`config.mk`:
```
export PLATFORM = sky130hd
export DESIGN_NAME = uart_rx_fifo
export DESIGN_NICKNAME = d
export VERILOG_FILES = /design/src/rtl/uart_rx_fifo.sv
export SDC_FILE = /design/constraint.sdc
export NUM_CORES = 1
export LEC_CHECK = 0
export CAP_MARGIN = 20
export CELL_PAD_IN_SITES_DETAIL_PLACEMENT = 1
export CELL_PAD_IN_SITES_GLOBAL_PLACEMENT = 1
export CORE_UTILIZATION = 48
export CTS_CLUSTER_SIZE = 10
export DETAILED_ROUTE_END_ITERATION = 8
export HOLD_SLACK_MARGIN = 0.08
export PLACE_DENSITY_LB_ADDON = 0.1
export RECOVER_POWER = 25
export SYNTH_ARGS = -nofsm -noshare
export SYNTH_HDL_FRONTEND = slang
export SYNTH_SLANG_ARGS = --single-unit
```
`constraint.sdc`:
```
create_clock -name clk -period 2.3 [get_ports clk]
set_clock_uncertainty 0.15 [all_clocks]
set_input_delay 0.23 -clock clk [delete_from_list [all_inputs] [get_ports clk]]
set_output_delay 0.23 -clock clk [all_outputs]
set_load 0.01 [all_outputs]
```
`src/rtl/uart_rx_fifo.sv`:
```
// uart_rx_fifo: oversampling UART receiver (5-9 data bits, none/odd/even parity) feeding a
// first-word-fall-through FIFO that stores each word with its parity and framing flags.
// Optional build macro: UART_RX_SYNC_EN adds a 2-flop input synchronizer on rx.
module uart_rx_fifo #(
    parameter int unsigned CLKS_PER_BIT = 16,
    parameter int unsigned DATA_BITS    = 8,
    parameter int unsigned PARITY       = 2,
    parameter int unsigned FIFO_DEPTH   = 4
) (
    input  logic                          clk,
    input  logic                          rst_n,
    input  logic                          rx,
    input  logic                          rd_ready,
    input  logic                          err_clr,
    output logic [DATA_BITS-1:0]          rd_data,
    output logic                          rd_perr,
    output logic                          rd_ferr,
    output logic                          rd_valid,
    output logic                          full,
    output logic [$clog2(FIFO_DEPTH):0]   count,
    output logic                          overrun,
    output logic                          busy
);

    localparam int unsigned AW    = $clog2(FIFO_DEPTH);
    localparam int unsigned CntW  = AW + 1;
    localparam int unsigned CW    = $clog2(CLKS_PER_BIT + 1);
    localparam int unsigned BCW   = $clog2(DATA_BITS);
    localparam int unsigned WordW = DATA_BITS + 2;
    localparam int unsigned Half  = CLKS_PER_BIT / 2;

    typedef enum logic [2:0] {
        StIdle,
        StStart,
        StData,
        StParity,
        StStop,
        StWaitHigh
    } state_e;

    logic rx_s;

`ifdef UART_RX_SYNC_EN
    logic sync1_q, sync2_q;

    // Two-flop synchronizer; resets to the idle line level.
    always_ff @(posedge clk) begin
        if (!rst_n) begin
            sync1_q <= 1'b1;
            sync2_q <= 1'b1;
        end else begin
            sync1_q <= rx;
            sync2_q <= sync1_q;
        end
    end

    assign rx_s = sync2_q;
`else
    assign rx_s = rx;
`endif

    state_e               state_q, state_d;
    logic [CW-1:0]        cnt_q, cnt_d;
    logic [BCW-1:0]       bit_q, bit_d;
    logic [DATA_BITS-1:0] data_q, data_d;
    logic                 perr_q, perr_d;
    logic                 push;
    logic [WordW-1:0]     push_word;
    logic                 expire;

    assign expire = (cnt_q == CW'(1));

    // Receiver state, bit timer, shift register and parity result.
    always_ff @(posedge clk) begin
        if (!rst_n) begin
            state_q <= StIdle;
            cnt_q   <= '0;
            bit_q   <= '0;
            data_q  <= '0;
            perr_q  <= 1'b0;
        end else begin
            state_q <= state_d;
            cnt_q   <= cnt_d;
            bit_q   <= bit_d;
            data_q  <= data_d;
            perr_q  <= perr_d;
        end
    end

    // Frame sequencing: each bit is sampled when the timer reaches 1, then reloaded.
    always_comb begin
        state_d   = state_q;
        cnt_d     = cnt_q;
        bit_d     = bit_q;
        data_d    = data_q;
        perr_d    = perr_q;
        push      = 1'b0;
        push_word = {~rx_s, perr_q, data_q};
        unique case (state_q)
            StIdle: begin
                if (!rx_s) begin
                    cnt_d   = CW'(Half);
                    bit_d   = '0;
                    perr_d  = 1'b0;
                    state_d = StStart;
                end
            end
            StStart: begin
                if (expire) begin
                    if (rx_s) begin
                        state_d = StIdle;
                    end else begin
                        cnt_d   = CW'(CLKS_PER_BIT);
                        state_d = StData;
                    end
                end else begin
                    cnt_d = cnt_q - CW'(1);
                end
            end
            StData: begin
                if (expire) begin
                    data_d = {rx_s, data_q[DATA_BITS-1:1]};
                    cnt_d  = CW'(CLKS_PER_BIT);
                    bit_d  = bit_q + BCW'(1);
                    if (bit_q == BCW'(DATA_BITS - 1)) begin
                        state_d = (PARITY != 0) ? StParity : StStop;
                    end
                end else begin
                    cnt_d = cnt_q - CW'(1);
                end
            end
            StParity: begin
                if (expire) begin
                    cnt_d   = CW'(CLKS_PER_BIT);
                    perr_d  = (PARITY == 2) ? ((^data_q) != rx_s) : ((~^data_q) != rx_s);
                    state_d = StStop;
                end else begin
                    cnt_d = cnt_q - CW'(1);
                end
            end
            StStop: begin
                if (expire) begin
                    push    = 1'b1;
                    // A low stop bit may be a break; hold off until the line idles again.
                    state_d = rx_s ? StIdle : StWaitHigh;
                end else begin
                    cnt_d = cnt_q - CW'(1);
                end
            end
            StWaitHigh: begin
                if (rx_s) begin
                    state_d = StIdle;
                end
            end
            default: state_d = StIdle;
        endcase
    end

    assign busy = (state_q != StIdle);

    // ---------------- FIFO ----------------
    logic [WordW-1:0] mem_q [FIFO_DEPTH];
    logic [AW-1:0]    wr_ptr_q, wr_ptr_d;
    logic [AW-1:0]    rd_ptr_q, rd_ptr_d;
    logic [CntW-1:0]  count_q, count_d;
    logic             overrun_q, overrun_d;
    logic             pop_ok, push_ok, drop;
    logic             full_w, empty_w;

    assign full_w  = (count_q == CntW'(FIFO_DEPTH));
    assign empty_w = (count_q == '0);
    assign pop_ok  = rd_ready & ~empty_w;
    // A push into a full FIFO is still accepted if a pop frees a slot on the same edge.
    assign push_ok = push & (~full_w | pop_ok);
    assign drop    = push & full_w & ~pop_ok;

    // Pointer, occupancy and sticky-overrun next state.
    always_comb begin
        wr_ptr_d  = wr_ptr_q;
        rd_ptr_d  = rd_ptr_q;
        count_d   = count_q;
        overrun_d = overrun_q;
        if (push_ok) begin
            wr_ptr_d = wr_ptr_q + AW'(1);
        end
        if (pop_ok) begin
            rd_ptr_d = rd_ptr_q + AW'(1);
        end
        unique case ({push_ok, pop_ok})
            2'b10:   count_d = count_q + CntW'(1);
            2'b01:   count_d = count_q - CntW'(1);
            default: count_d = count_q;
        endcase
        if (err_clr) begin
            overrun_d = 1'b0;
        end
        if (drop) begin
            overrun_d = 1'b1;
        end
    end

    // FIFO control registers.
    always_ff @(posedge clk) begin
        if (!rst_n) begin
            wr_ptr_q  <= '0;
            rd_ptr_q  <= '0;
            count_q   <= '0;
            overrun_q <= 1'b0;
        end else begin
            wr_ptr_q  <= wr_ptr_d;
            rd_ptr_q  <= rd_ptr_d;
            count_q   <= count_d;
            overrun_q <= overrun_d;
        end
    end

    // Storage array; contents are don't-care while empty since the outputs are gated.
    always_ff @(posedge clk) begin
        if (push_ok) begin
            mem_q[wr_ptr_q] <= push_word;
        end
    end

    logic [WordW-1:0] head;
    assign head     = mem_q[rd_ptr_q];
    assign rd_valid = ~empty_w;
    assign rd_data  = rd_valid ? head[DATA_BITS-1:0] : '0;
    assign rd_perr  = rd_valid & head[DATA_BITS];
    assign rd_ferr  = rd_valid & head[DATA_BITS+1];
    assign full     = full_w;
    assign count    = count_q;
    assign overrun  = overrun_q;

endmodule

```
* Yosys cells after proc, flatten, opt, wreduce, memory -nomap -nowiden *
Memory sizes are Yosys's and may differ from the RTL's. A register that Yosys moved wholly into a read port is not among the register bits.
Cells that the tools add are included.
Widths: inputs -> output; s select.

word-level totals
  register bits = 28
  bits in writable memories = 40
  output and inout bits = 17
  memories = 1

memories
  name   words  width  rd ports  clocked after Yosys merged registers in  write ports  line  text
  mem_q  4      10     1         1                                        1            162   logic [WordW-1:0] mem_q [FIFO_DEPTH];

operators by class
  add/sub/neg operators = 6
  equal/unequal tests = 20
  multiplexer cells = 32
  bitwise operators = 11
  reductions and logical operators = 15

operators with widths
  cell                 number
  $mux 3               10
  $mux 5               5
  $pmux 5 s4           1
  $pmux 3 s6           1
  $ne 2x2->1 const B   8
  $eq 3x3->1 const B   4
  $pmux 3 s2           2
  $mux 1               8
  $mux 8               1
  $reduce_bool 2->1    4
  $reduce_xor 8->1     1
  $reduce_and 7->1     1
  $add 3x1->3 const B  2
  $and 1x1->1          6
  $eq 3x2->1 const B   2
  $logic_not 3->1      2
  $mux 2               3
  $reduce_and 3->1     2
  $eq 5x1->1 const B   1
  $sub 5x1->5 const B  1
  $add 2x1->2 const B  2
  $not 1->1            4
  $reduce_and 4->1     1
  $reduce_bool 4->1    1
  other kinds (11)     11

* Depth between registers and ports, before layout *
  depth after elaboration = 7
  gate-level depth with buffers = 10
  mapped depth without buffers = 10

* Least setup slack after synthesis *
Ideal clock, no wire load.

  path type = reg-to-reg
  start point = register cnt_q[1]
  end point = register count_q[2] (netlist: count[2])
  arrival time = 1827 ps
  path slack = 195 ps
  cell stages (with the launch flop) = 10
  cell sequence = dfxtp_1 > inv_1 > ha_1 > nor4b_4 > a31oi_1 > inv_1 > fa_1 > a22oi_1 > xor2_1 > nor2_1

on the way
  cells in the longest elaborated chain, start to end = 6
  elaborated cells between the ends (all ways) = 8

RTL lines
  what                                                    line  text
  start: declaration                                      63    logic [CW-1:0] cnt_q, cnt_d;
  start signal: assignment                                83    cnt_q <= cnt_d;
  $eq 5x1->1 *                                            71    assign expire = (cnt_q == CW'(1));
  $mux 1 *                                                142   if (expire) begin
  $mux 1 *                                                99    unique case (state_q)
  $and 1x1->1 *                                           174   assign push_ok = push & (~full_w | pop_ok);
  $eq 2x1->1 / $eq 2x2->1 (equally long branches)         189   unique case ({push_ok, pop_ok})
  $pmux 3 s2 / $reduce_bool 2->1 (equally long branches)  n/a
  end signal: assignment                                  212   count_q <= count_d;
  end: declaration                                        165   logic [CntW-1:0] count_q, count_d;

Mark *: on every way between the ends. The rest lies on a longest branch, timed or not.
A chain may end at the register's enable or synchronous reset.

==> out/results.ini <==
[sta]
finalCritPeriodShare=0.965
slew_viol_final=0
slew_headroom=0.427
rsz0062_at_grt=true
setup_viol=0
hold_viol=0
fmax_ghz=0.451
period_needed_ns=2.22
worstMarginPinSlew_ns=0.859

[clocking]
numCtsBuffers=9
path_clk_slew_ns=0.07
cts.path.max_buffers=2
cts-root-buf=clkbuf_8
cts_tree=built
hold_buffers=0
h-tree-depth=3
cts.sinks=70
worstSkewPairLatency_ns=0.34

[worst_setup_path]
startpoint_type=flip-flop
critPathKind=flip-flop to output pin
critPathMaxFanout=5
critPathRequiredTime_ns=1.92
rr_startpoint=cnt_q[1]$_SDFFE_PN0P_
r2r_end=count[2]$_SDFFE_PN0P_
worstRegToRegCells=9
arrival_ns=1.84
r2r_setup_slack_ns=0.10
setup.worst_path.end_class=output pin

[finish]
antennaDiodeCount=0
fin_cells=364
finalInstanceArea_sq_mm=0.00378
finalNetCount=298
drive_above_1_share=0.208
synthToLayoutAreaGrowth_pct=22.2

[pwr]
intPower_w=0.00246
pwr_density_cell_mw_per_mm2=896
clockPowerShare=0.312
switching_power_w=0.000933
leakage_nw=1.42
sw_frac_of_total=0.275
combPwrFrac=0.266
ir_drop_mv=0.661
pwr-share-seq=0.422

[global_route]
antenna_found_initial=0
grt_start_max_net_pins=26
overflow=0
grtUsageTotal=0.222
grt_pass1_wl_um=10500
grt_pass1_vias=2041

[routing]
drc_errors=0
drt-initial-drc-count=68
vias=1991
routed_wl_um=6540
ant_nets=0
viasPerCell=5.47
drt_pass1_iterations=4
avgRoutedWirePerCell_um=18.0

[synthesis]
synth_area_sq_mm=0.00309
synth_ff_type=edfxtp_1
synth_area_leaders=edfxtp_1, dfxtp_1, mux4_2
synth.avg_cell_area_sq_um=12.8
yosysTopAreaCell=edfxtp_1
yosysWarnings=0
synth_edf_count=40
syn_nets=256
ys_ff_latch=70
synth.distinct_cells=44
seq_area_frac_synth=0.582
yosysTopAreaCellShare=0.388
synthArstFlopShare=0
syn_inst=242

[floorplan]
die_h_um=82.3
io_pins=22
core_sq_mm=0.00606
die-area_sq_mm=0.00677
start_util=0.511
fp.dieW_um=82.3
rows=28

[placement]
dpl.cell_count=344
dp_hpwl_um=4690
placed_area_sq_mm=0.00352
gp_congestion=0.715
port_buffers=21

[status]
status=finished clean

[hold_path]
hold_depth=2
hold_path.class=flip-flop to flip-flop
whs_endpoint=overrun$_SDFFE_PN0P_
hold_start=overrun$_SDFFE_PN0P_

[job]
maxCapViolCount=0

-- layout by cell type (no fill, tap or decap), types with 4 or more instances in the layout --
cell,n
nor3_1,4
mux2i_1,8
inv_1,12
xnor2_1,8
mux4_2,10
buf_4,17
edfxtp_1,40
xor2_1,6
ha_1,8
clkdlybuf4s50_1,11
nand2_1,6
dlygate4sd2_1,9
a21oi_1,10
nor2_1,35
and2_1,14
o21ai_0,4
clkbuf_8,9
dfxtp_1,29
-- metal layers --
layer | global-route usage | up-vias | routed length (um)
li1 | - | 954 | -
met2 | 0.375 | 36 | 3290
met5 | 0 | - | 0
met3 | 0.0626 | 8 | 186
met4 | 0.0737 | 0 | 99
met1 | 0.272 | 993 | 2970
-- cell usage after synthesis (2+ instances only) --
library cell and count:
a21oi_1 10, a21oi_2 2, a22oi_1 3, a31oi_1 2, and2_1 14, and3_1 2, buf_2 5, clkbuf_1 5
dfxtp_1 30, edfxtp_1 40, ha_1 8, inv_1 12, mux2i_1 8, mux4_2 10, nand2_1 6, nand2b_1 2
nand3_1 3, nor2_1 35, nor3_1 4, o21ai_0 4, o31ai_1 2, xnor2_1 8, xor2_1 6
-- kinds of logic after synthesis --
family / synth area share
and+or+nand+nor: 0.132
AOI/OAI and AO/OA: 0.0679
adders and majority gates: 0.0388
xor gates and xnor gates: 0.0469
DFF: 0.582
muxes: 0.102
buffers and inverters: 0.0299
-- final cells by class --
| class | instances | area, sq um |
|---|---|---|
| repair buffers | 42 | 412 |
| flip-flops and latches | 70 | 1810 |
| well taps | 75 | 93.8 |
| inverters | 12 | 45.0 |
| fillers | 620 | 2280 |
| clock inverters | 6 | 86.3 |
| multi-input cells | 149 | 1210 |
| clock buffers | 10 | 128 |
-- repair_timing --
item | CTS | global route
cloned | 0 | 1
gates resized for setup | 12 | 4
buffers inserted | 1 | 2
setup endpoints to repair | 11 | 5
pin swaps | 1 | 0
-- power by group through the flow --
stage                     sequential [W]  clock (W)  combinational (W)
after global routing             0.00143    0.00112           0.000994
after global placement           0.00145          0           0.000866
final                            0.00143    0.00106           0.000900
after detailed placement         0.00145          0           0.000900
after CTS                        0.00142    0.00108           0.000870
after floorplan                  0.00144          0           0.000503
-- sequential cells by signal (all words and copies together), names as in the netlist, named ones only --
register	flops
perr_q	1
cnt_q	5
data_q	8
bit_q	3
mem_q	40
count	3
overrun	1
rd_ptr_q	2
state_q	3
wr_ptr_q	2
-- through the flow --
stage | total power [W] | setup TNS [ns] | setup slack, ns | hold slack (ns) | util
2_1_floorplan | 0.00194 | 0 | 0.195 | 0.227 | -
3_3_place_gp | 0.00231 | 0 | 0.151 | 0.313 | 0.580
3_5_place_dp | 0.00235 | 0 | 0.0227 | 0.331 | 0.580
4_1_cts | 0.00337 | 0 | 0.00940 | 0.345 | 0.616
5_1_grt | 0.00355 | -0.0378 | -0.0378 | 0.376 | 0.624
6_report | 0.00339 | 0 | 0.0806 | 0.350 | 0.624
-- critical path, cell delays in order, from the launching register on --
cell and delay, ns:
dfxtp_4 0.38, buf_12 0.12, buf_4 0.10, mux4_2 0.47, and2_1 0.16, dlygate4sd2_1 0.28
-- worst max path at each step --
stage | from | slack [ns] | endpoint | depth (start not counted)
5_1_grt | cnt_q[1]$_SDFFE_PN0P_ | -0.04 | count[2]$_SDFFE_PN0P_ | 9
2_1_floorplan | cnt_q[1]$_SDFFE_PN0P_ | 0.20 | count[2]$_SDFFE_PN0P_ | 9
3_3_place_gp | rd_ready | 0.15 | count[2]$_SDFFE_PN0P_ | 8
4_1_cts | cnt_q[1]$_SDFFE_PN0P_ | 0.009 | count[2]$_SDFFE_PN0P_ | 9
6_report | flip-flop | 0.08 | rd_data[6] | 5
3_5_place_dp | rd_ready | 0.02 | count[2]$_SDFFE_PN0P_ | 8
Power figures use the tool's default switching activity.
